### config.mk
export PLATFORM = sky130hd
export DESIGN_NAME = sprite_anim_sequencer
export DESIGN_NICKNAME = d
export VERILOG_FILES = /design/src/rtl/sprite_anim_sequencer.sv
export SDC_FILE = /design/constraint.sdc
export NUM_CORES = 1
export LEC_CHECK = 0
export BUFFER_PORTS_ARGS = -buffer_cell sky130_fd_sc_hd__buf_4
export CORE_MARGIN = 2
export CORE_UTILIZATION = 49
export DETAILED_ROUTE_END_ITERATION = 10
export PLACE_DENSITY = 0.71
export SYNTH_ARGS = -nofsm -noshare
export SYNTH_HDL_FRONTEND = slang
export SYNTH_SLANG_ARGS = --single-unit
export TNS_END_PERCENT = 1
### constraint.sdc
create_clock -name clk -period 2.7 [get_ports clk]
set_input_delay 0.27 -clock clk [delete_from_list [all_inputs] [get_ports clk]]
set_output_delay 0.27 -clock clk [all_outputs]
set_load 0.01 [all_outputs]
### src/rtl/sprite_anim_sequencer.sv
// Per-player sprite animation sequencer. Turns player buttons and hit events
// into frame-timed animation states. The 4-bit state code selects the sprite
// ROM that the renderer uses for this player.
// Optional build macro: ANIM_INPUT_BUFFER_EN adds a one-deep attack request
// buffer that is filled during recovery and hit-stun states.
module sprite_anim_sequencer #(
  parameter int CNT_W            = 6,
  parameter int ATK_START_FRAMES = 4,
  parameter int ATK_END_FRAMES   = 3,
  parameter int ATK_PULL_FRAMES  = 5,
  parameter int DIR_START_FRAMES = 6,
  parameter int DIR_END_FRAMES   = 4,
  parameter int DIR_PULL_FRAMES  = 8,
  parameter int HIT_FRAMES       = 12
) (
  input  logic       clk,
  input  logic       rst,
  input  logic       frame_tick,
  input  logic       btn_fwd,
  input  logic       btn_back,
  input  logic       btn_atk,
  input  logic       btn_dir,
  input  logic       btn_block,
  input  logic       hit_in,
  output logic [3:0] currentstate,
  output logic       attack_active,
  output logic       busy,
  output logic       blocked_pulse,
  output logic       anim_done
);

  typedef enum logic [3:0] {
    S_IDLE      = 4'd0,
    S_WALK      = 4'd1,
    S_WALKBACK  = 4'd2,
    S_ATK_START = 4'd3,
    S_ATK_END   = 4'd4,
    S_ATK_PULL  = 4'd5,
    S_DIR_START = 4'd6,
    S_DIR_END   = 4'd7,
    S_DIR_PULL  = 4'd8,
    S_GOTHIT    = 4'd9,
    S_BLOCK     = 4'd10
  } state_t;

  state_t           state_q;
  logic [CNT_W-1:0] cnt_q;
  logic             hit_pend_q;
  logic             blocked_q;
  logic             done_q;

  logic   hit_now;
  logic   is_free;
  logic   absorb;
  state_t nxt_free;
  state_t exit_sel;

  // Priority selection among the free (interruptible) states.
  function automatic state_t free_sel(input logic blk, input logic atk,
                                      input logic dir, input logic fwd,
                                      input logic back);
    if (blk)              return S_BLOCK;
    else if (atk)         return S_ATK_START;
    else if (dir)         return S_DIR_START;
    else if (fwd && !back) return S_WALK;
    else if (back && !fwd) return S_WALKBACK;
    else                  return S_IDLE;
  endfunction

  // Counter preload on entry: duration minus one, zero for free states.
  function automatic logic [CNT_W-1:0] load_of(input state_t s);
    case (s)
      S_ATK_START: return CNT_W'(ATK_START_FRAMES - 1);
      S_ATK_END:   return CNT_W'(ATK_END_FRAMES - 1);
      S_ATK_PULL:  return CNT_W'(ATK_PULL_FRAMES - 1);
      S_DIR_START: return CNT_W'(DIR_START_FRAMES - 1);
      S_DIR_END:   return CNT_W'(DIR_END_FRAMES - 1);
      S_DIR_PULL:  return CNT_W'(DIR_PULL_FRAMES - 1);
      S_GOTHIT:    return CNT_W'(HIT_FRAMES - 1);
      default:     return '0;
    endcase
  endfunction

  // A hit arriving on the tick clock itself counts for that tick.
  assign hit_now  = hit_pend_q | hit_in;
  assign is_free  = state_q inside {S_IDLE, S_WALK, S_WALKBACK, S_BLOCK};
  assign absorb   = hit_now && ((state_q == S_BLOCK) || (is_free && btn_block));
  assign nxt_free = free_sel(btn_block, btn_atk, btn_dir, btn_fwd, btn_back);

`ifdef ANIM_INPUT_BUFFER_EN
  // 0 = empty, 1 = basic attack queued, 2 = directional attack queued
  logic [1:0] buf_q;
  logic       buf_state;
  logic       buf_clear;

  assign buf_state = state_q inside {S_ATK_PULL, S_DIR_PULL, S_GOTHIT};
  assign buf_clear = frame_tick && (hit_now || (!is_free && cnt_q == '0));

  // Capture the first attack press seen while recovering; drop it when the
  // state is left or a hit lands.
  always_ff @(posedge clk or posedge rst) begin
    if (rst) begin
      buf_q <= 2'd0;
    end else if (buf_clear) begin
      buf_q <= 2'd0;
    end else if (buf_state && buf_q == 2'd0) begin
      if (btn_atk)      buf_q <= 2'd1;
      else if (btn_dir) buf_q <= 2'd2;
    end
  end

  // Sequence exit: a queued attack beats everything except block.
  always_comb begin
    exit_sel = nxt_free;
    if (!btn_block) begin
      if (buf_q == 2'd1)      exit_sel = S_ATK_START;
      else if (buf_q == 2'd2) exit_sel = S_DIR_START;
    end
  end
`else
  // Sequence exit uses the plain free-state selection.
  always_comb begin
    exit_sel = nxt_free;
  end
`endif

  // Frame-locked animation FSM with its duration counter and pulse outputs.
  always_ff @(posedge clk or posedge rst) begin
    if (rst) begin
      state_q    <= S_IDLE;
      cnt_q      <= '0;
      hit_pend_q <= 1'b0;
      blocked_q  <= 1'b0;
      done_q     <= 1'b0;
    end else begin
      blocked_q <= 1'b0;
      done_q    <= 1'b0;
      if (frame_tick) begin
        hit_pend_q <= 1'b0;
        if (hit_now && !absorb) begin
          state_q <= S_GOTHIT;
          cnt_q   <= load_of(S_GOTHIT);
        end else if (is_free) begin
          blocked_q <= absorb;
          state_q   <= nxt_free;
          cnt_q     <= load_of(nxt_free);
        end else if (cnt_q != '0) begin
          cnt_q <= cnt_q - 1'b1;
        end else begin
          case (state_q)
            S_ATK_START: begin state_q <= S_ATK_END; cnt_q <= load_of(S_ATK_END); end
            S_ATK_END:   begin state_q <= S_ATK_PULL; cnt_q <= load_of(S_ATK_PULL); end
            S_DIR_START: begin state_q <= S_DIR_END; cnt_q <= load_of(S_DIR_END); end
            S_DIR_END:   begin state_q <= S_DIR_PULL; cnt_q <= load_of(S_DIR_PULL); end
            S_ATK_PULL, S_DIR_PULL, S_GOTHIT: begin
              state_q <= exit_sel;
              cnt_q   <= load_of(exit_sel);
              done_q  <= 1'b1;
            end
            default: begin state_q <= S_IDLE; cnt_q <= '0; end
          endcase
        end
      end else if (hit_in) begin
        hit_pend_q <= 1'b1;
      end
    end
  end

  assign currentstate  = state_q;
  assign busy          = (state_q >= S_ATK_START) && (state_q <= S_GOTHIT);
  assign attack_active = (state_q == S_ATK_END) || (state_q == S_DIR_END);
  assign blocked_pulse = blocked_q;
  assign anim_done     = done_q;

endmodule

# After elaboration in Yosys (flattened, before gate mapping)
# Index checks and enable logic that the tools add are counted.
dict set report op_classes {
  muxes 24
  n_eq_ne 18
  addsub 1
  n_bitwise 1
  reduce_logical 18
  n_lt_le_gt_ge 2
}
# operator count
set ops {}
lappend ops {{4-bit by 3-bit == test with 1-bit output (second input constant)} 8}
lappend ops {{6-bit one-hot mux with 5 select lines} 1}
lappend ops {{4-bit one-hot mux with 6 select lines} 1}
lappend ops {{4-bit == test (second input constant)} 5}
lappend ops {{4-bit one-hot mux with 5 select lines} 1}
lappend ops {{6-bit two-way mux} 3}
lappend ops {{4-bit two-way mux} 4}
lappend ops {{4-bit by 2-bit == test with 1-bit output (second input constant)} 3}
lappend ops {{1-bit two-way mux} 10}
lappend ops {{1-bit logical AND} 6}
lappend ops {{3-bit two-way mux} 2}
lappend ops {{6-bit nonzero test} 1}
lappend ops {{6-bit by 1-bit subtractor with 6-bit output (second input constant)} 1}
lappend ops {{4-bit by 1-bit == test with 1-bit output (second input constant)} 1}
lappend ops {{4-bit by 2-bit greater-or-equal comparator with 1-bit output (second input constant)} 1}
lappend ops {{4-bit less-or-equal comparator (second input constant)} 1}
lappend ops {{4-bit logical NOT} 1}
lappend ops {{2-bit two-way mux} 2}
lappend ops {{4-bit nonzero test} 1}
lappend ops {{1-bit logical NOT} 3}
lappend ops {{3-bit != test (second input constant)} 1}
lappend ops {{3-bit OR reduction} 1}
lappend ops {{1-bit logical OR} 2}
lappend ops {{2-bit AND reduction} 1}
lappend ops {{3 further kinds} 3}
dict set report totals {
  out_inout_bits 8
  regBits 13
  wordCells 69
  inputBits 9
}

# Longest topological paths before layout
dict set report depth {
  depth_word 14
  mapped_depth 7
  ltp_nobuf 6
}

# Least setup slack after synthesis
# Ideal clock, no wire load.
dict set report synth_path {
  kind {reg-to-reg}
  startpoint {register cnt_q[0]}
  endpoint {register state_q[2], in the netlist currentstate[2]}
  stages_incl_launch_ff 8
  t_arrival_ps 1976
  setup_time_ps 87
  setup_slack_ps 638
  path_cell_list {dfrtp_1 inv_1 ha_1 or4b_1 buf_2 or4_1 a311o_1 o221ai_2}
}
dict set report synth_via {
  elab_chain_cells 3
}
# item line_no
set synth_lines {}
lappend synth_lines {{start, declared} 47} ;# logic [CNT_W-1:0] cnt_q;
lappend synth_lines {{start signal, assigned} 142} ;# cnt_q <= load_of(S_GOTHIT);
lappend synth_lines {{start signal, assigned} 146} ;# cnt_q <= load_of(nxt_free);
lappend synth_lines {{start signal, assigned} 148} ;# cnt_q <= cnt_q - 1'b1;
lappend synth_lines {{6-bit nonzero test} 147} ;# end else if (cnt_q != '0) begin
lappend synth_lines {{3-bit != test (no line)} -}
lappend synth_lines {{2-bit AND reduction (no line)} -}
lappend synth_lines {{end signal, assigned} 145} ;# state_q <= nxt_free;
lappend synth_lines {{end signal, assigned} 156} ;# state_q <= exit_sel;
lappend synth_lines {{end, declared} 46} ;# state_t state_q;
# Every way passes these cells.
# A chain may end at the register's enable or synchronous reset.

# Final worst setup path
dict set report layout_path {
  startpoint {register cnt_q[0]}
  endpoint {register state_q[0], in the netlist currentstate[0]}
}
# The elaborated chain is that of the path after synthesis.

==> implementation parameters <==
Parameter                              Value

Clocking
  Clock tree sinks ... 13
  Root Buffer Master ... sky130_fd_sc_hd__clkbuf_4
  CTS buffer count ... 3
  Post-cts resize count ... 0
  TritonCTS clock tree ... yes
  Number of H-tree branching levels ... 1
  Hold buffer count at CTS ... 0
  Worst-path clk slew ... 0.08 ns
  Clock Path Buffers ... 2
  Clock latency at the later pin of the worst-skew pair ... 0.29 ns
  Buffers inserted by post-CTS timing repair ... 0

Layout
  Total non-filler cell area in the finished layout ... 0.00124 mm²
  Share of final-layout standard cells stronger than drive strength 1 ... 25.7%
  Number of nets in the final layout ... 152
  Synthesis-to-finish area growth ... 14.6%
  Layout filler cell count ... 181
  Antenna cells ... 0
  Multi-input logic area ... 696 µm²
  Post-route non-filler standard cell count ... 168
  Area of all sequential standard cells ... 325 µm²

GRT
  Met2 Resource Use GR ... 35.3%
  Number of global-route vias before repair ... 963
  Global-route wire length before repair ... 4640 µm
  GR Overflow Total ... 0
  Met1 track utilization from global routing ... 33.3%
  Met3 GRT Util ... 6.43%
  Number of antenna violations at the first check in global routing ... 0
  Overall global routing resource usage ... 23.7%
  Maximum number of pins on one net before global-route repair ... 19
  Global routing's busiest layer ... met2

Place
  DP Area ... 0.00121 mm²
  Placed wire-length estimate after detailed placement ... 1960 µm
  Weighted congestion at the end of routability-driven global placement ... 0.866
  Total of buffers placed on input and output ports ... 16
  Placed cell count ... 164

STA
  Final number of hold-violating endpoints ... 0
  Headroom to the max-slew limit ... 56.6%
  Final setup violation count ... 0
  Achievable clock frequency ... 437 MHz
  Skew final ... 0.00412 ns
  Final count of pins violating max slew ... 0
  Setup TNS ... 0 ns
  Transition at the pin with the smallest max-transition slack ... 0.646 ns
  Unrepaired setup endpoints after global routing ... false
  Shortest period the worst path allows ... 2.29 ns
  Share of the cycle needed by the critical path after routing ... 84.7%

Logic synthesis
  Number of warnings reported in the yosys synthesis log ... 0
  Cell Area, Synth ... 0.00108 mm²
  Synth area leaders ... sky130_fd_sc_hd__dfrtp_1, sky130_fd_sc_hd__nand2b_1, sky130_fd_sc_hd__nor2_1
  Post-Syn Nets ... 138
  Distinct cell type count after synthesis ... 52
  Sequential area share after synthesis ... 30.1%
  Mean instance size in the synthesized netlist ... 8.52 µm²
  Count of flip-flops with a built-in enable after synthesis ... 0
  Top-area cell type share of the netlist area ... 30.1%
  Leading area contributor after synthesis ... sky130_fd_sc_hd__dfrtp_1
  Fraction of registers with async set or reset after synthesis ... 100%
  Dominant synthesized flop cell ... sky130_fd_sc_hd__dfrtp_1
  Post-Syn Instances ... 127
  Number of flip-flops and latches in the synthesized netlist ... 13

Flow run
  Max_cap viols ... 0

Drt
  Remaining antenna violation count after routing ... 0
  Router iterations before antenna repair ... 4
  Detailed-route via count ... 1089
  Number of design rule violations left after detail routing ... 0
  Routed WL per cell ... 16.2 µm
  Final WL ... 2720 µm
  Via density per instance ... 6.48
  Starting DRC count in detailed routing ... 56

Worst setup path
  Worst setup path category ... register to register
  Crit path max-delay family ... simple AND/OR/NAND/NOR gates
  Maximum fanout along the worst path ... 8
  Arrival time worst endpoint ... 2.46 ns
  Critical path cell sequence ... inv_1 > ha_1 > or4b_1 > nor2_1 > o31a_2 > mux2_2
  Slowest-stage cell, CP ... sky130_fd_sc_hd__or4b_1
  Startpoint type of the worst setup path ... register
  Worst stage delay on the critical path ... 0.57 ns
  Critical path required time ... 2.88 ns
  CP Capture Type ... register
  Total buffers and inverters traversed by the critical path ... 1

Pwr
  Overall power of the completed layout ... 1.17 mW
  Worst-case vdd ir drop ... 427 µV
  Leakage power ... 0.506 nW
  Pwr Density ... 942 mW/mm²

Floorplan
  Count of pins on the block boundary ... 17
  Rows ... 17
  Chip width ... 51.0 µm
  Die Y ... 51.0 µm
  Core Box Area ... 0.00215 mm²
  Total Die Area ... 0.00260 mm²
  Initial standard-cell utilization of the core ... 50.4%

Outcome
  Run status ... finished, final reports clean

Hold path
  Worst min-delay path class ... primary input to async pin
==> layer usage <==
| metal | vias to the layer above | wire, µm | part of all wire (%) |
|---|---|---|---|
| met5 | - | 0 | 0 |
| met4 | 0 | 40 | 1.5 |
| met3 | 6 | 206 | 7.6 |
| met2 | 51 | 1260 | 46 |
| met1 | 521 | 1210 | 45 |
| li1 | 511 | - | - |
==> state kept, by name (all words and copies together) (netlist names) <==
name / count
cnt_q: 6
hit_pend_q: 1
currentstate: 4
blocked_pulse: 1
anim_done: 1
==> worst paths after layout <==
| check | startpoint | endpoint | slack, ns | depth (start not counted) |
|---|---|---|---|---|
| max in group asynchronous | rst | cnt_q[3]$_DFFE_PP0P_ | 2.35 | 2 |
| min in group clk | hit_in | hit_pend_q$_DFFE_PP0P_ | 0.24 | 3 |
| min reg2reg | cnt_q[5]$_DFFE_PP0P_ | cnt_q[5]$_DFFE_PP0P_ | 0.56 | 2 |
| max reg2reg | cnt_q[0]$_DFFE_PP0P_ | currentstate[0]$_DFFE_PP0P_ | 0.41 | 6 |
| min | rst | cnt_q[2]$_DFFE_PP0P_ | 0.004 | 2 |
| max | cnt_q[0]$_DFFE_PP0P_ | currentstate[0]$_DFFE_PP0P_ | 0.41 | 6 |
==> report_power, final <==
part           leakage, nW  switching (mW)  internal, mW  total (mW)
registers            0.161          0.0983         0.258       0.356
clock network       0.0150          0.0708        0.0575       0.128
logic                0.330           0.373         0.311       0.684
total                0.506           0.542         0.626        1.17
==> stage by stage <==
step	utilization (%)	worst slack [ns]	hold slack, ns
finish	57.7	0.413	0.00391
global route	57.7	0.257	0.0492
CTS	57.7	0.435	0.0269
detailed placement	56.5	0.446	0.341
global placement	56.5	0.539	0.342
floorplan	-	0.638	0.147
==> layout by cell type, fill, tap and decap left out, drive strengths merged, types with 3 or more instances in the layout <==
master and count:
a211oi 3, a21oi 4, buf 18, clkbuf 4, dfrtp 13, inv 6, nand2 4, nand2b 6
nand3b 3, nor2 10, nor2b 4, nor3 6, nor3b 3, o21ai 6, o31ai 4, o32a 3
or3 3, or3b 4
==> synth_stat cells (3+ instances only) <==
cell type,count
sky130_fd_sc_hd__nor2b_1,4
sky130_fd_sc_hd__nor3_1,6
sky130_fd_sc_hd__nand2b_1,6
sky130_fd_sc_hd__dfrtp_1,13
sky130_fd_sc_hd__inv_1,6
sky130_fd_sc_hd__o21ai_0,6
sky130_fd_sc_hd__nand3b_1,3
sky130_fd_sc_hd__a211oi_1,3
sky130_fd_sc_hd__a21oi_1,4
sky130_fd_sc_hd__nand2_1,4
sky130_fd_sc_hd__o31ai_1,4
sky130_fd_sc_hd__or3b_2,4
sky130_fd_sc_hd__nor3b_1,3
sky130_fd_sc_hd__clkbuf_1,7
sky130_fd_sc_hd__nor2_1,10
==> cell families after synthesis <==
kind of cell / count (synthesis) / share of synthesized area (%)
xor+xnor: 3 / 2.43
flops: 13 / 30.1
buf+inv: 15 / 5.66
compound gates: 39 / 27.6
mux: 4 / 3.93
fa+ha+maj: 2 / 2.31
simple gates: 51 / 28.0
==> cell type report <==
type	count	area share [%]
clock buffers	4	2.12
inverters	6	1.82
multi-input cells	99	56.1
flip-flops and latches	13	26.2
well taps	28	2.83
repair buffers	18	10.9
Note: power is estimated with default switching activity, not from simulation.
